### src/rtl/vec_alu_sequencer_if.sv
// vec_alu_sequencer_if: command, register-file and result signals of the ALU sequencer
interface vec_alu_sequencer_if #(
  parameter int LANES = 4,
  parameter int DATA_W = 8,
  parameter int VREG_W = 3
);
  localparam int LW = $clog2(LANES);
  logic start, ready, busy, operALUe, operALUve, operSum, wr_en, sres_valid, done;
  logic [2:0] opALU;
  logic [DATA_W-1:0] scal_a, scal_b, va_data, vb_data, wr_data, sres;
  logic [VREG_W-1:0] vs1_sel, vs2_sel, vd_sel, rd_sel1, rd_sel2, wr_sel;
  logic [LW-1:0] rd_lane, wr_lane;
  modport slave (
    input start, opALU, operALUe, operALUve, operSum, scal_a, scal_b, vs1_sel, vs2_sel, vd_sel, va_data, vb_data,
    output ready, busy, rd_sel1, rd_sel2, rd_lane, wr_en, wr_sel, wr_lane, wr_data, sres_valid, sres, done
  );
  modport master (
    output start, opALU, operALUe, operALUve, operSum, scal_a, scal_b, vs1_sel, vs2_sel, vd_sel, va_data, vb_data,
    input ready, busy, rd_sel1, rd_sel2, rd_lane, wr_en, wr_sel, wr_lane, wr_data, sres_valid, sres, done
  );
endinterface

### src/rtl/vec_alu_sequencer.sv
// vec_alu_sequencer: multi-cycle execute sequencer for scalar and lane-by-lane vector ALU ops
module vec_alu_sequencer #(
  parameter int LANES = 4,
  parameter int DATA_W = 8,
  parameter int VREG_W = 3
) (
  input logic clk,
  input logic rst_n,
  vec_alu_sequencer_if.slave bus
);
  localparam int LW = $clog2(LANES);
  typedef enum logic [1:0] {IDLE, SCALAR, VEC, FIN} state_t;
  state_t state, state_nxt;
  logic [2:0] op;
  logic [DATA_W-1:0] a, b, va, sres_nxt, lane_nxt;
  logic [VREG_W-1:0] vs1, vs2, vd;
  logic [LW-1:0] cnt;
  logic done_q, accept;
  assign va = bus.va_data;
  assign bus.ready = state == IDLE && !done_q;
  assign bus.busy = !bus.ready;
  assign bus.done = done_q;
  assign accept = bus.start && bus.ready;
  assign bus.rd_lane = cnt;
  assign bus.rd_sel1 = vs1;
  assign bus.rd_sel2 = vs2;
  assign bus.wr_sel = vd;
  // state register
  always_ff @(posedge clk or negedge rst_n)
    if (!rst_n) state <= IDLE;
    else state <= state_nxt;
  // next state: vector classes outrank the scalar class, no class flag falls straight to FIN
  always_comb begin
    state_nxt = state;
    case (state)
      IDLE: if (accept) state_nxt = (bus.operSum || bus.operALUve) ? VEC : bus.operALUe ? SCALAR : FIN;
      SCALAR: state_nxt = FIN;
      VEC: if (cnt == LW'(LANES - 1)) state_nxt = FIN;
      default: state_nxt = IDLE;
    endcase
  end
  // scalar result and per-lane result, truncated to DATA_W
  always_comb begin
    sres_nxt = op == 3'b000 ? b : op == 3'b010 ? a + b : op == 3'b011 ? a - b : op == 3'b111 ? a * b : '0;
    lane_nxt = op == 3'b001 ? a : op == 3'b100 ? va * a : op == 3'b101 ? va + bus.vb_data :
               op == 3'b110 ? (a == '0 ? '1 : va / a) : va;
  end
  // command latch, lane counter and registered outputs
  always_ff @(posedge clk or negedge rst_n)
    if (!rst_n) begin
      op <= '0;
      a <= '0;
      b <= '0;
      vs1 <= '0;
      vs2 <= '0;
      vd <= '0;
      cnt <= '0;
      done_q <= 1'b0;
      bus.wr_en <= 1'b0;
      bus.wr_lane <= '0;
      bus.wr_data <= '0;
      bus.sres_valid <= 1'b0;
      bus.sres <= '0;
    end else begin
      bus.wr_en <= state == VEC;
      bus.sres_valid <= state == SCALAR;
      done_q <= state == FIN;
      if (accept) begin
        op <= bus.opALU;
        a <= bus.scal_a;
        b <= bus.scal_b;
        vs1 <= bus.vs1_sel;
        vs2 <= bus.vs2_sel;
        vd <= bus.vd_sel;
      end
      if (state == SCALAR) bus.sres <= sres_nxt;
      if (state == VEC) begin
        bus.wr_lane <= cnt;
        bus.wr_data <= lane_nxt;
        cnt <= cnt + 1'b1;
      end
    end
endmodule

### src/flat_wrapper.sv
// flat-port wrapper written by rule: the top's interface ports become plain ports
module vec_alu_sequencer_flat 
#(
  parameter int LANES = 4,
  parameter int DATA_W = 8,
  parameter int VREG_W = 3
)
  (clk, rst_n, bus_start, bus_opALU, bus_operALUe, bus_operALUve, bus_operSum, bus_scal_a, bus_scal_b, bus_vs1_sel, bus_vs2_sel, bus_vd_sel, bus_va_data, bus_vb_data, bus_ready, bus_busy, bus_rd_sel1, bus_rd_sel2, bus_rd_lane, bus_wr_en, bus_wr_sel, bus_wr_lane, bus_wr_data, bus_sres_valid, bus_sres, bus_done);
  vec_alu_sequencer_if #(.LANES(LANES), .DATA_W(DATA_W), .VREG_W(VREG_W)) bus_i ();
  input logic clk;
  input logic rst_n;
  input wire logic [$bits(bus_i.start)-1:0] bus_start;
  input wire logic [$bits(bus_i.opALU)-1:0] bus_opALU;
  input wire logic [$bits(bus_i.operALUe)-1:0] bus_operALUe;
  input wire logic [$bits(bus_i.operALUve)-1:0] bus_operALUve;
  input wire logic [$bits(bus_i.operSum)-1:0] bus_operSum;
  input wire logic [$bits(bus_i.scal_a)-1:0] bus_scal_a;
  input wire logic [$bits(bus_i.scal_b)-1:0] bus_scal_b;
  input wire logic [$bits(bus_i.vs1_sel)-1:0] bus_vs1_sel;
  input wire logic [$bits(bus_i.vs2_sel)-1:0] bus_vs2_sel;
  input wire logic [$bits(bus_i.vd_sel)-1:0] bus_vd_sel;
  input wire logic [$bits(bus_i.va_data)-1:0] bus_va_data;
  input wire logic [$bits(bus_i.vb_data)-1:0] bus_vb_data;
  output wire logic [$bits(bus_i.ready)-1:0] bus_ready;
  output wire logic [$bits(bus_i.busy)-1:0] bus_busy;
  output wire logic [$bits(bus_i.rd_sel1)-1:0] bus_rd_sel1;
  output wire logic [$bits(bus_i.rd_sel2)-1:0] bus_rd_sel2;
  output wire logic [$bits(bus_i.rd_lane)-1:0] bus_rd_lane;
  output wire logic [$bits(bus_i.wr_en)-1:0] bus_wr_en;
  output wire logic [$bits(bus_i.wr_sel)-1:0] bus_wr_sel;
  output wire logic [$bits(bus_i.wr_lane)-1:0] bus_wr_lane;
  output wire logic [$bits(bus_i.wr_data)-1:0] bus_wr_data;
  output wire logic [$bits(bus_i.sres_valid)-1:0] bus_sres_valid;
  output wire logic [$bits(bus_i.sres)-1:0] bus_sres;
  output wire logic [$bits(bus_i.done)-1:0] bus_done;
  assign bus_i.start = bus_start;
  assign bus_i.opALU = bus_opALU;
  assign bus_i.operALUe = bus_operALUe;
  assign bus_i.operALUve = bus_operALUve;
  assign bus_i.operSum = bus_operSum;
  assign bus_i.scal_a = bus_scal_a;
  assign bus_i.scal_b = bus_scal_b;
  assign bus_i.vs1_sel = bus_vs1_sel;
  assign bus_i.vs2_sel = bus_vs2_sel;
  assign bus_i.vd_sel = bus_vd_sel;
  assign bus_i.va_data = bus_va_data;
  assign bus_i.vb_data = bus_vb_data;
  assign bus_ready = bus_i.ready;
  assign bus_busy = bus_i.busy;
  assign bus_rd_sel1 = bus_i.rd_sel1;
  assign bus_rd_sel2 = bus_i.rd_sel2;
  assign bus_rd_lane = bus_i.rd_lane;
  assign bus_wr_en = bus_i.wr_en;
  assign bus_wr_sel = bus_i.wr_sel;
  assign bus_wr_lane = bus_i.wr_lane;
  assign bus_wr_data = bus_i.wr_data;
  assign bus_sres_valid = bus_i.sres_valid;
  assign bus_sres = bus_i.sres;
  assign bus_done = bus_i.done;
  vec_alu_sequencer #(.LANES(LANES), .DATA_W(DATA_W), .VREG_W(VREG_W)) u_core (.clk(clk), .rst_n(rst_n), .bus(bus_i));
endmodule
### config.mk
export PLATFORM = sky130hd
export DESIGN_NAME = vec_alu_sequencer_flat
export DESIGN_NICKNAME = d
export VERILOG_FILES = /design/src/rtl/vec_alu_sequencer_if.sv /design/src/rtl/vec_alu_sequencer.sv /design/src/flat_wrapper.sv
export SDC_FILE = /design/constraint.sdc
export NUM_CORES = 1
export LEC_CHECK = 0
export CAP_MARGIN = 0
export CORE_ASPECT_RATIO = 1.4
export CORE_UTILIZATION = 41
export DETAILED_ROUTE_END_ITERATION = 8
export GPL_TIMING_DRIVEN = 0
export PLACE_DENSITY = 0.71
export SLEW_MARGIN = 20
export SYNTH_ARGS = -nofsm -noshare
export SYNTH_HDL_FRONTEND = slang
export SYNTH_SLANG_ARGS = --single-unit
### constraint.sdc
create_clock -name clk -period 32.7 [get_ports clk]
set_clock_uncertainty 0.1 [all_clocks]
set_input_delay 9.81 -clock clk [delete_from_list [all_inputs] [get_ports clk]]
set_output_delay 9.81 -clock clk [all_outputs]
set_load 0.03 [all_outputs]
* After elaboration in Yosys (flattened, before gate mapping)
Cells that the tools add are included.
Storage, ports and cells: flip-flop bits (word level) 53, bits of input ports 50
Operators by class: $add $sub $neg 4, multiply operators 2, divide/modulo/power cells 1, equal/unequal tests 13, mux-type cells 14, reduce and logical (&&, ||, !) cells 9
Operators with widths (number):
- $mux W8 | 9
- $add A8 B8 Y8 | 2
- $mul A8 B8 Y8 | 2
- $eq A3 B3 Y1 const B | 4
- $div A8 B8 Y8 | 1
- $logic_not A8 Y1 | 1
- $mux W2 | 4
- $sub A8 B8 Y8 | 1
- $eq A2 B2 Y1 const B | 3
- $eq A3 B2 Y1 const B | 2
- $pmux W2 S3 | 1
- $ne A2 B1 Y1 const B | 2
- $eq A3 B1 Y1 const B | 1
- $logic_not A3 Y1 | 1
- $add A2 B1 Y2 const B | 1
- $eq A2 B1 Y1 const B | 1
- $logic_and A1 B1 Y1 | 2
- $logic_not A1 Y1 | 2
- $logic_not A2 Y1 | 1
- $reduce_and A2 Y1 | 1
- $logic_or A1 B1 Y1 | 1

* Longest topological paths before layout
Gate-level depths: netlist of run 1.
word-level depth 6, mapped depth 54

* Worst setup path after synthesis of run 1
OpenSTA, ideal clock, no wires.
path kind input to register, from input port bus_va_data[7], to register u_core.bus.wr_data[0], setup time 138 ps, arrival 19373 ps, data required time 32462 ps, slack 13088 ps, cell stages on the path 48, path buffers 1, path through ha_1 a41oi_1 a21oi_1 ha_1 o21a_1 o211ai_1 inv_1 mux2i_1 inv_1 ha_1 nor4bb_1 a31oi_1 a211oi_4 mux2i_1 ha_1 o21a_1 o21a_1 o21a_1 (+12 left out) o21ai_0 buf_2 mux2_2 ha_1 o21ai_0 nand2b_1 o31ai_1 o21ai_0 a21oi_1 nor2_1 mux2_2 ha_1 a21o_1 a21oi_1 o21ai_0 a2111oi_0 o32a_1 a21oi_1
Between the ends: word-level cells in the longest chain between the ends 6
RTL lines:
- start, declared | line flat_wrapper.sv:22 | input wire logic [$bits(bus_i.va_data)-1:0] bus_va_data;
- $div A8 B8 Y8 | line vec_alu_sequencer.sv:46 | op == 3'b110 ? (a == '0 ? '1 : va / a) : va;
- $mux W8 (2 in series) | line vec_alu_sequencer.sv:46
- $mux W8 (3 in series) | line vec_alu_sequencer.sv:45 | lane_nxt = op == 3'b001 ? a : op == 3'b100 ? va * a : op == 3'b101 ? va + bus.vb_data :
- end signal, assigned | line vec_alu_sequencer.sv:79 | bus.wr_data <= lane_nxt;
- end, declared | line vec_alu_sequencer_if.sv:15 | output ready, busy, rd_sel1, rd_sel2, rd_lane, wr_en, wr_sel, wr_lane, wr_data, sres_valid, sres, done
No other way between the ends. A chain may end at the register's enable or synchronous reset.

* Final worst setup path of run 1
Ends and elaborated chain as after synthesis.

==> impl_metrics.ini, run 1 <==
[routing]
wl_mm = 17.8
via_per_inst = 5.55
vias = 5828
firstDrtPassIters = 5
drc = 0
ant_nets = 0
wl_per_cell_um = 17.0
drt_iter0_markers = 325

[cells_and_area]
area_growth_pct = 18.5
antenna_cells = 0
fin_nets = 1031
fill_cells = 1499
drive_above_1_share = 0.0807

[clocking]
clkSinkCount = 53
post-cts-setup-buffers = 0
cts-root-buf = clkbuf_16
cts_tree = built
numCtsBuffers = 5
clock_latency_ns = 0.29
clockBufferDepth = 2
htreeDepth = 2
cts-resized-gates = 0
cts_hold_buf = 0
clkSlewWorstSetupHoldPaths_ns = 0.07

[yosys]
yosysUniqueCellTypes = 59
yosysTopAreaCellShare = 0.201
ys_top_cells_by_area = dfrtp_1, ha_1, fa_1
synth-main-ff-cell = dfrtp_1
synth_area_mm2 = 0.00661
synth_area_leader_cell = dfrtp_1
async_flop_share = 1.00
synth_commonest_cells = ha_1, nor2_1, inv_1
ys_seq_area_frac = 0.201
yosysMostFrequentCell = ha_1
ys_ff_latch = 53
ys_warn_count = 0
synth_edf_count = 0
syn_inst = 764
synth_area_per_cell_um2 = 8.65
syn-num-nets = 941

[setup_path]
crit_path_frequent_cell = ha_1
required_ns = 32.76
crit_fanout = 10
critPathKind = input port to flip-flop
worstPathArrival_ns = 22.12
slowest_delay_ns = 0.68
crit_path_top_delay_cell = clkdlybuf4s50_1
timing.critical_path.buf_inv = 5
cp-start-kind = input port
cp-end-kind = flip-flop
cpLargestDelayFamily = compound AO/OA/AOI/OAI gates

[timing]
setup_viol = 0
period_share = 0.675
maxSlewHeadroom = 0.288
fin_tns_setup_ns = 0
hold_viol = 0
finalMaxSlewViolations = 0
rsz0062_at_grt = false
fmax_mhz = 45.3
fin_crit_ns = 22.06
tightest_slew_ns = 1.06
hold_slack_ns = 0.388

[global_route]
grt_usage = 0.225
grt_remaining_overflow = 0
grt_pass1_vias = 5998
grt_first_pass_wirelength_mm = 29.2
grt_max_degree = 54
antenna_found_initial = 0

[placed_design]
gp_congestion = 0.943
portBuffers = 83
dp_hpwl_mm = 14.0

[job]
cap_violations = 0

[floorplan]
core_region_area_mm2 = 0.0157
fp.dieH_um = 152
die_x_um = 109
initial_core_util = 0.422
io_pins = 84
design.die.area_mm2 = 0.0166
fp-row-count = 54

[run_status]
outcome = finished clean

[min_path]
min_path_type = flip-flop to flip-flop
routing by layer:
| layer | global-route usage | wire, µm | up-vias |
|---|---|---|---|
| li1 | - | - | 2794 |
| met1 | 0.258 | 7070 | 2793 |
| met2 | 0.408 | 9260 | 189 |
| met3 | 0.0295 | 919 | 52 |
| met4 | 0.0946 | 590 | 0 |
| met5 | 0 | 0 | - |
final cells by class:
cell class | instances | area, µm² | area share
plain buffers | 30 | 123 | 0.0157
clock buffers | 5 | 125 | 0.0160
clock inverters | 3 | 25.0 | 0.00319
inverters | 80 | 300 | 0.0383
multi-input cells | 601 | 4860 | 0.620
flip-flops and latches | 53 | 1330 | 0.169
well taps | 196 | 245 | 0.0313
repair buffers | 83 | 828 | 0.106
final timing paths:
| check | cells past startpoint | from | to | slack, ns |
|---|---|---|---|---|
| setup / recovery | 51 | bus_va_data[7] | u_core.bus.wr_data[0]$_DFFE_PN0P_ | 10.64 |
| hold / removal | 1 | u_core.bus.wr_data[7]$_DFFE_PN0P_ | u_core.bus.wr_data[7]$_DFFE_PN0P_ | 0.39 |
| setup reg to reg | 52 | u_core.a[0]$_DFFE_PN0P_ | u_core.bus.wr_data[0]$_DFFE_PN0P_ | 19.19 |
| hold reg to reg | 1 | u_core.bus.wr_data[7]$_DFFE_PN0P_ | u_core.bus.wr_data[7]$_DFFE_PN0P_ | 0.39 |
| max in group asynchronous | 1 | rst_n | u_core.a[6]$_DFFE_PN0P_ | 22.61 |
| min in group asynchronous | 1 | rst_n | u_core.state[0]$_DFFE_PN0P_ | 9.44 |
cell families after synthesis:
kind of cell,after synthesis,synth area share
AOI/OAI and AO/OA,166,0.159
xor gates and xnor gates,59,0.0782
DFF,53,0.201
adders and majority gates,127,0.271
buffers and inverters,110,0.0638
muxes,50,0.0854
and+or+nand+nor,199,0.141
flip-flops by register name, summed over array words and instances, names as in the netlist:
signal	count
u_core.a	8
u_core.b	8
u_core.bus.sres	8
u_core.bus.wr_data	8
u_core.bus.rd_sel1	3
u_core.bus.rd_sel2	3
u_core.bus.wr_sel	3
u_core.op	3
u_core.bus.rd_lane	2
u_core.bus.wr_lane	2
u_core.state	2
u_core.bus.done	1
u_core.bus.sres_valid	1
u_core.bus.wr_en	1
placed cells by master, fill, tap and decap left out, drive strengths merged, types with 16 or more instances in the layout:
master,instances
mux2,45
a21oi,53
dfrtp,53
ha,100
nor3,16
o21ai,39
inv,78
xnor2,41
clkdlybuf4s50,82
nand2,45
nor2,78
clkbuf,27
xor2,18
fa,27
o21a,16
metrics by stage:
stage	std cells	util	worst slack, ns	area (µm²)
2_1_floorplan	764	-	13.09	6610
3_3_place_gp	1043	0.490	10.51	7680
3_5_place_dp	1043	0.490	10.47	7680
4_1_cts	1051	0.500	10.72	7830
5_1_grt	1051	0.500	9.72	7830
6_report	1051	0.500	10.64	7830
Power of run 1 is not shown: default switching activity piles up to over one toggle a cycle in this logic, so the estimate is an artifact.
==> run 2: changes to the inputs <==
Clock period 32.7 ns to 22.5 ns, I/O delays scaled along.
==> results of run 2 <==
Same layout as run 1 (identical final DEF). Status: finished clean.
Among the figures that moved: setup slack after placement 10.47 ns -> 3.33 ns; setup slack after layout 10.64 ns -> 3.50 ns; register-to-register setup slack 19.19 ns -> 8.99 ns
Power of run 2 is left out for the same reason.
